[src/rtl/pattern_match_ctrl.sv]
`default_nettype none
// ============================================================================
//  pattern_match_ctrl
//  Run-time programmable serial pattern matcher with match counting and a
//  target count that ends the run.
//  Revision: 1.0
// ============================================================================
module pattern_match_ctrl #(
    parameter  int W  = 8,
    parameter  int CW = 8,
    localparam int LW = $clog2(W + 1)
) (
    input  logic          clk,
    input  logic          rst,
    input  logic          cfg_we,
    input  logic [W-1:0]  cfg_pattern,
    input  logic [LW-1:0] cfg_len,
    input  logic          cfg_overlap,
    input  logic          start,
    input  logic          abort,
    input  logic [CW-1:0] target,
    input  logic          bit_valid,
    input  logic          bit_in,
    output logic          bit_ready,
    output logic          match,
    output logic [CW-1:0] match_count,
    output logic          busy,
    output logic          done,
    output logic          cfg_err
);

    typedef enum logic [1:0] {
        S_IDLE = 2'd0,
        S_RUN  = 2'd1,
        S_DONE = 2'd2
    } state_t;

    state_t        state_q,   state_d;
    logic [W-1:0]  pattern_q, pattern_d;
    logic [LW-1:0] len_q,     len_d;
    logic          overlap_q, overlap_d;
    logic [W-1:0]  hist_q,    hist_d;
    logic [LW-1:0] fill_q,    fill_d;
    logic [CW-1:0] count_q,   count_d;
    logic [CW-1:0] target_q,  target_d;
    logic          match_q,   match_d;
    logic          cfg_err_q, cfg_err_d;

    logic          accept;
    logic [W-1:0]  hist_sh;
    logic [W-1:0]  len_mask;
    logic [LW:0]   fill_wide;
    logic [LW-1:0] fill_inc;
    logic [CW-1:0] cnt_inc;
    logic          hit;
    logic          len_ok;

    assign bit_ready   = (state_q == S_RUN) & ~abort;
    assign accept      = bit_valid & bit_ready;
    assign busy        = (state_q == S_RUN);
    assign done        = (state_q == S_DONE);
    assign match       = match_q;
    assign cfg_err     = cfg_err_q;
    assign match_count = count_q;

    always_comb begin
        state_d   = state_q;
        pattern_d = pattern_q;
        len_d     = len_q;
        overlap_d = overlap_q;
        hist_d    = hist_q;
        fill_d    = fill_q;
        count_d   = count_q;
        target_d  = target_q;
        match_d   = 1'b0;
        cfg_err_d = 1'b0;

        hist_sh = {hist_q[W-2:0], bit_in};
        for (int i = 0; i < W; i++) begin
            len_mask[i] = (i < int'(len_q));
        end
        // Fill saturates at the pattern length so it never overflows on long runs.
        fill_wide = {1'b0, fill_q} + (LW+1)'(1);
        fill_inc  = (fill_wide > {1'b0, len_q}) ? len_q : fill_wide[LW-1:0];
        hit       = (fill_inc >= len_q) && ((hist_sh & len_mask) == (pattern_q & len_mask));
        cnt_inc   = (count_q == {CW{1'b1}}) ? count_q : count_q + CW'(1);
        len_ok    = (len_q != '0) && (int'(len_q) <= W);

        case (state_q)
            S_IDLE, S_DONE: begin
                if (cfg_we) begin
                    pattern_d = cfg_pattern;
                    len_d     = cfg_len;
                    overlap_d = cfg_overlap;
                    state_d   = S_IDLE;
                end else if (start) begin
                    if (len_ok) begin
                        state_d  = S_RUN;
                        hist_d   = '0;
                        fill_d   = '0;
                        count_d  = '0;
                        target_d = target;
                    end else begin
                        cfg_err_d = 1'b1;
                    end
                end
            end
            S_RUN: begin
                if (cfg_we) begin
                    cfg_err_d = 1'b1;
                end
                if (abort) begin
                    state_d = S_IDLE;
                end else if (accept) begin
                    hist_d = hist_sh;
                    fill_d = fill_inc;
                    if (hit) begin
                        match_d = 1'b1;
                        count_d = cnt_inc;
                        if (!overlap_q) begin
                            fill_d = '0;
                        end
                        if ((target_q != '0) && (cnt_inc == target_q)) begin
                            state_d = S_DONE;
                        end
                    end
                end
            end
            default: state_d = S_IDLE;
        endcase
    end

    always_ff @(posedge clk or posedge rst) begin
        if (rst) begin
            state_q   <= S_IDLE;
            pattern_q <= '0;
            len_q     <= '0;
            overlap_q <= 1'b0;
            hist_q    <= '0;
            fill_q    <= '0;
            count_q   <= '0;
            target_q  <= '0;
            match_q   <= 1'b0;
            cfg_err_q <= 1'b0;
        end else begin
            state_q   <= state_d;
            pattern_q <= pattern_d;
            len_q     <= len_d;
            overlap_q <= overlap_d;
            hist_q    <= hist_d;
            fill_q    <= fill_d;
            count_q   <= count_d;
            target_q  <= target_d;
            match_q   <= match_d;
            cfg_err_q <= cfg_err_d;
        end
    end

endmodule
`default_nettype wire

[config.mk]
export PLATFORM = sky130hd
export DESIGN_NAME = pattern_match_ctrl
export DESIGN_NICKNAME = d
export VERILOG_FILES = /design/src/rtl/pattern_match_ctrl.sv
export SDC_FILE = /design/constraint.sdc
export NUM_CORES = 1
export LEC_CHECK = 0
export CORE_MARGIN = 5
export CORE_UTILIZATION = 45
export DETAILED_ROUTE_END_ITERATION = 10
export GPL_TIMING_DRIVEN = 0
export MAX_ROUTING_LAYER = met4
export PLACE_DENSITY = 0.73
export SYNTH_ARGS = -nofsm -noshare
export SYNTH_HDL_FRONTEND = slang
export SYNTH_SLANG_ARGS = --single-unit
[constraint.sdc]
create_clock -name clk -period 3.68 [get_ports clk]
set_input_delay 0.552 -clock clk [delete_from_list [all_inputs] [get_ports clk]]
set_output_delay 0.552 -clock clk [all_outputs]
set_load 0.1 [all_outputs]
==> results.md <==
Route:
- The detail route stage leaves a number of antenna-violating nets equal to 0.
- The number of design-rule violations left by the first detailed-router iteration is 73.
- The number of vias in the routed layout is 2215.
- The number of design rule violations left after detail routing is 0.
- Dividing the detail-routed wire length by the instance count gives 16.23 um.
- Dividing the detail-routed via count by the number of cells gives 5.679.
- After detailed routing, the total wire length is 6.330 mm.
- For this run, the detailed router's first-pass iteration total came to 4.

GRT:
- The first global-routing pass estimated 10.65 mm of wire.
- The largest net degree at the start of global routing is 29.
- The number of antenna violations at the first check in global routing was 0.
- For this run, the total global-route usage over all layers was measured as 18.26%.
- The number of global-route vias before repair was 2220.
- The sum of overflow across all layers after global routing is 0.

Critical path:
- The arrival time at the worst endpoint is 3720 ps.
- Counting cells, the worst reg-to-reg path comes to 15.
- At the worst endpoint, the required time is 3910 ps.
- STA classifies the critical path startpoint as a flip-flop.
- The peak fanout along the critical path is 9.
- The kind of end point of the critical path is a flip-flop.
- In this run the critical register-to-register path is launched from fill_q[1].
- The worst setup path is of the reg2reg kind.
- For flop-to-flop paths, the worst setup slack is 190 ps.
- In this run the critical register-to-register path is captured at match_count[4].

Logic synthesis:
- Synthesis produced a netlist with a net count of 304.
- In this run the biggest area consumer among cell types represents 41.88% of the synthesized area.
- By area the synthesized netlist is led by sky130_fd_sc_hd__dfrtp_1 (42%), sky130_fd_sc_hd__mux2_2 (8.6%), sky130_fd_sc_hd__ha_1 (4.8%).
- The number of synthesis warnings is 0.
- The share of synthesized registers carrying an async set or reset is 100.0%.
- In this run, synthesis produced a sequential element count of 44.
- Synthesis instantiated 52 different standard cells from the library.
- Of all cell types, the one taking the most synthesized area is sky130_fd_sc_hd__dfrtp_1.
- The most used flip-flop cell after synthesis is sky130_fd_sc_hd__dfrtp_1.
- The sequential element share of the synthesized area is 41.88%.
- The netlist area before placement is 2629 um^2.
- Yosys mapped a number of flops with a built-in enable equal to 0.
- After technology mapping, the gate count stands at 266.
- Averaged over all synthesized cells, the footprint is 9.883 um^2.

Power and ir drop:
- In this run the power density over the cells is 616.9 nW/um^2.
- The leakage dissipation is 1.403 nW.
- The portion of total power attributed to combinational logic is 47.8%.
- The maximum vdd drop is 0.3260 mV.
- The power dissipated by switching net loads is 813.8 uW.
- Registers are responsible for 36.6% of the overall power.
- Cell internal power was estimated by the tool at 1.215 mW.
- Net switching is 40.11% of the power.
- Per report_power, the clock group accounts for 15.6% of the total.
- Power comes to 2.029 mW.

Worst hold path:
- In this run the most critical hold path is launched from pattern_q[2].
- The end point of the most critical hold path is pattern_q[2].
- The classification of the worst-slack hold path is reg2reg.
- Counting instances, the worst hold path has a depth of 1.

Clock tree:
- The number of hold buffers added after cts is 0.
- The CTS tree is yes.
- Clock-pin slew was measured on the worst setup and hold paths at 80 ps.
- The clock latency reported for the late side of the worst-skew pair is 290 ps.
- The maximum level of the CTS H-tree is 2.
- The clock drives 44 sinks.
- The number of buffers created by CTS is 5.
- The largest buffer count on any clock path is 2.
- The tree is rooted in a sky130_fd_sc_hd__clkbuf_8.

STA:
- The number of pins exceeding their max-slew limit in the final report is 0.
- Clock skew on the completed layout was measured at 5.022 ps.
- The count of final hold-check violations is 0.
- The number of endpoints failing setup at the final stage is 0.
- Timing would allow up to 0.2868 GHz.
- The worst path meets setup with 193.1 ps of slack.
- The remaining max-slew budget at the tightest pin is 34.50%.
- At the pin with the least slew margin, the transition time is 979.5 ps.
- Subtracting the final worst setup slack from the clock period gives 3487 ps.
- In the finished design, the share of the clock period the worst path needs comes to 94.75%.

Finish:
- The area used by sequential logic in the layout is 1101 um^2.
- The net count of the finished layout is 355.
- The layout overhead on the synthesized area is 25.08%.
- The multi-input combinational cell area is 1451 um^2.
- The repair_antennas step left the layout with diodes totalling 0.
- In the final layout, the share of cells above drive strength 1 is 14.15%.
- After filler insertion, the fill cell instance count of the layout stands at 499.

Die:
- The floorplan step set the die width to 86.43 um.
- The number of standard-cell rows in the floorplan is 27.
- For this configuration, the core starts out at a cell density of 46.88%.
- The die covers 7470 um^2.
- Measured along the y axis, the die boundary spans 86.43 um.
- The region available for standard cell placement spans 5608 um^2.
- For this design the top-level I/O count stands at 41.

Run:
- The number of violations of the max-capacitance limit is 0.

Placement:
- The detailed placement HPWL is 4.802 mm.
- The final weighted congestion in routability-driven placement is 0.9355.
- The placement-stage worst setup slack is -58.70 ps.
- Input and output buffers added on the ports amount to 40.

Status:
- The flow ran to the end, and the final reports show no timing, DRC or antenna violations.
[repair_timing]
action	in CTS	in global routing
buffers inserted	1	2
setup endpoints to repair	8	10
gates resized for setup	1	8
gates cloned	0	1
pin swaps	1	7
[layout make-up]
| type | count | area share [%] |
|---|---|---|
| sequential | 44 | 33.49 |
| tap | 72 | 2.740 |
| inverter | 8 | 0.9132 |
| timing repair buffer | 45 | 13.70 |
| buffer | 13 | 2.169 |
| clock buffer | 7 | 2.626 |
| multi-input combinational | 200 | 44.14 |
| clock inverter | 1 | 0.2283 |
[registers in the layout, summed over array words and instances (netlist names)]
register / flops
match: 1
overlap_q: 1
match_count: 8
state_q: 2
target_q: 8
pattern_q: 8
hist_q: 7
cfg_err: 1
fill_q: 4
len_q: 4
[Yosys cell counts, types with 6 or more instances]
cell / count
sky130_fd_sc_hd__ha_1: 10
sky130_fd_sc_hd__a31oi_1: 10
sky130_fd_sc_hd__o21ai_1: 6
sky130_fd_sc_hd__nor2_1: 11
sky130_fd_sc_hd__nor3_1: 6
sky130_fd_sc_hd__a21oi_1: 7
sky130_fd_sc_hd__clkbuf_1: 11
sky130_fd_sc_hd__nand2_1: 23
sky130_fd_sc_hd__inv_1: 7
sky130_fd_sc_hd__dfrtp_1: 44
sky130_fd_sc_hd__nand3_1: 9
sky130_fd_sc_hd__xor2_1: 10
sky130_fd_sc_hd__o21ai_0: 15
sky130_fd_sc_hd__a22o_1: 10
sky130_fd_sc_hd__mux2_2: 20
sky130_fd_sc_hd__nand4_1: 6
sky130_fd_sc_hd__xnor2_1: 7
[critical path: stages (launching register included)]
cell and delay [ps]:
sky130_fd_sc_hd__dfrtp_1 410, sky130_fd_sc_hd__ha_2 200, sky130_fd_sc_hd__xor2_1 160, sky130_fd_sc_hd__ha_1 310, sky130_fd_sc_hd__nand4_1 120, sky130_fd_sc_hd__a32o_2 270, sky130_fd_sc_hd__a21oi_4 150, sky130_fd_sc_hd__mux2i_1 250
sky130_fd_sc_hd__ha_1 250, sky130_fd_sc_hd__nand2b_1 140, sky130_fd_sc_hd__a2111o_1 390, sky130_fd_sc_hd__and4_1 200, sky130_fd_sc_hd__o21a_1 120, sky130_fd_sc_hd__buf_6 140, sky130_fd_sc_hd__a21oi_1 160, sky130_fd_sc_hd__o22a_1 150
[power by group through the flow]
stage | combinational [mW] | clock (mW) | sequential (mW)
after floorplan | 0.657 | 0 | 0.762
after global placement | 0.882 | 0 | 0.740
after detailed placement | 0.904 | 0 | 0.744
after CTS | 0.914 | 0.329 | 0.743
after global routing | 1.08 | 0.353 | 0.764
final | 0.969 | 0.317 | 0.742
[worst max path at each step]
stage / to / depth (start not counted) / start / slack [ps]
floorplan: match_count[5] / 15 / fill_q[0] / 180
global placement: match_count[5] / 15 / len_q[3] / -80
detailed placement: match_count[5] / 15 / fill_q[0] / -60
CTS: match_count[5] / 15 / fill_q[0] / 40
global route: match_count[5] / 15 / fill_q[1] / -20
finish: match_count[4] / 15 / fill_q[1] / 190
[through the flow]
step	utilization, %	TNS (ps)	cell area [um^2]	cells	hold WS, ps
after floorplan	-	0	2629	266	485.3
after global placement	55.62	-106.2	3119	378	511.7
after detailed placement	55.98	-91.25	3139	379	520.9
after CTS	57.79	0	3241	387	540.3
after global routing	58.63	-27.51	3288	390	548.8
final	58.63	0	3288	390	535.8
[routing by layer]
| layer | track usage [%] | vias up | wire (um) |
|---|---|---|---|
| met5 | - | - | 0 |
| met4 | 4.816 | 0 | 72 |
| met3 | 2.852 | 6 | 221 |
| met2 | 28.44 | 50 | 3088 |
| met1 | 24.85 | 1075 | 2949 |
| li1 | - | 1084 | - |
[kinds of logic after synthesis]
family / synth area share (%)
fa+ha+maj: 4.760
compound gates: 18.66
xor+xnor: 5.664
flops: 41.88
simple gates: 16.23
buf+inv: 3.855
mux: 8.948
[placed cells by master (no fill, tap or decap), types with 6 or more instances in the layout]
cell,n
sky130_fd_sc_hd__ha_1,9
sky130_fd_sc_hd__nand3_1,9
sky130_fd_sc_hd__nand4_1,6
sky130_fd_sc_hd__nand2_1,23
sky130_fd_sc_hd__dfrtp_1,44
sky130_fd_sc_hd__clkdlybuf4s50_1,40
sky130_fd_sc_hd__nor3_1,6
sky130_fd_sc_hd__clkbuf_1,11
sky130_fd_sc_hd__nor2_1,11
sky130_fd_sc_hd__inv_1,6
sky130_fd_sc_hd__a21oi_1,6
sky130_fd_sc_hd__o21ai_0,14
sky130_fd_sc_hd__a22o_1,10
sky130_fd_sc_hd__mux2_2,20
sky130_fd_sc_hd__xnor2_1,7
sky130_fd_sc_hd__xor2_1,10
sky130_fd_sc_hd__a31oi_1,10
sky130_fd_sc_hd__clkbuf_8,6
sky130_fd_sc_hd__o21ai_1,6
Power figures use the tool's default switching activity.
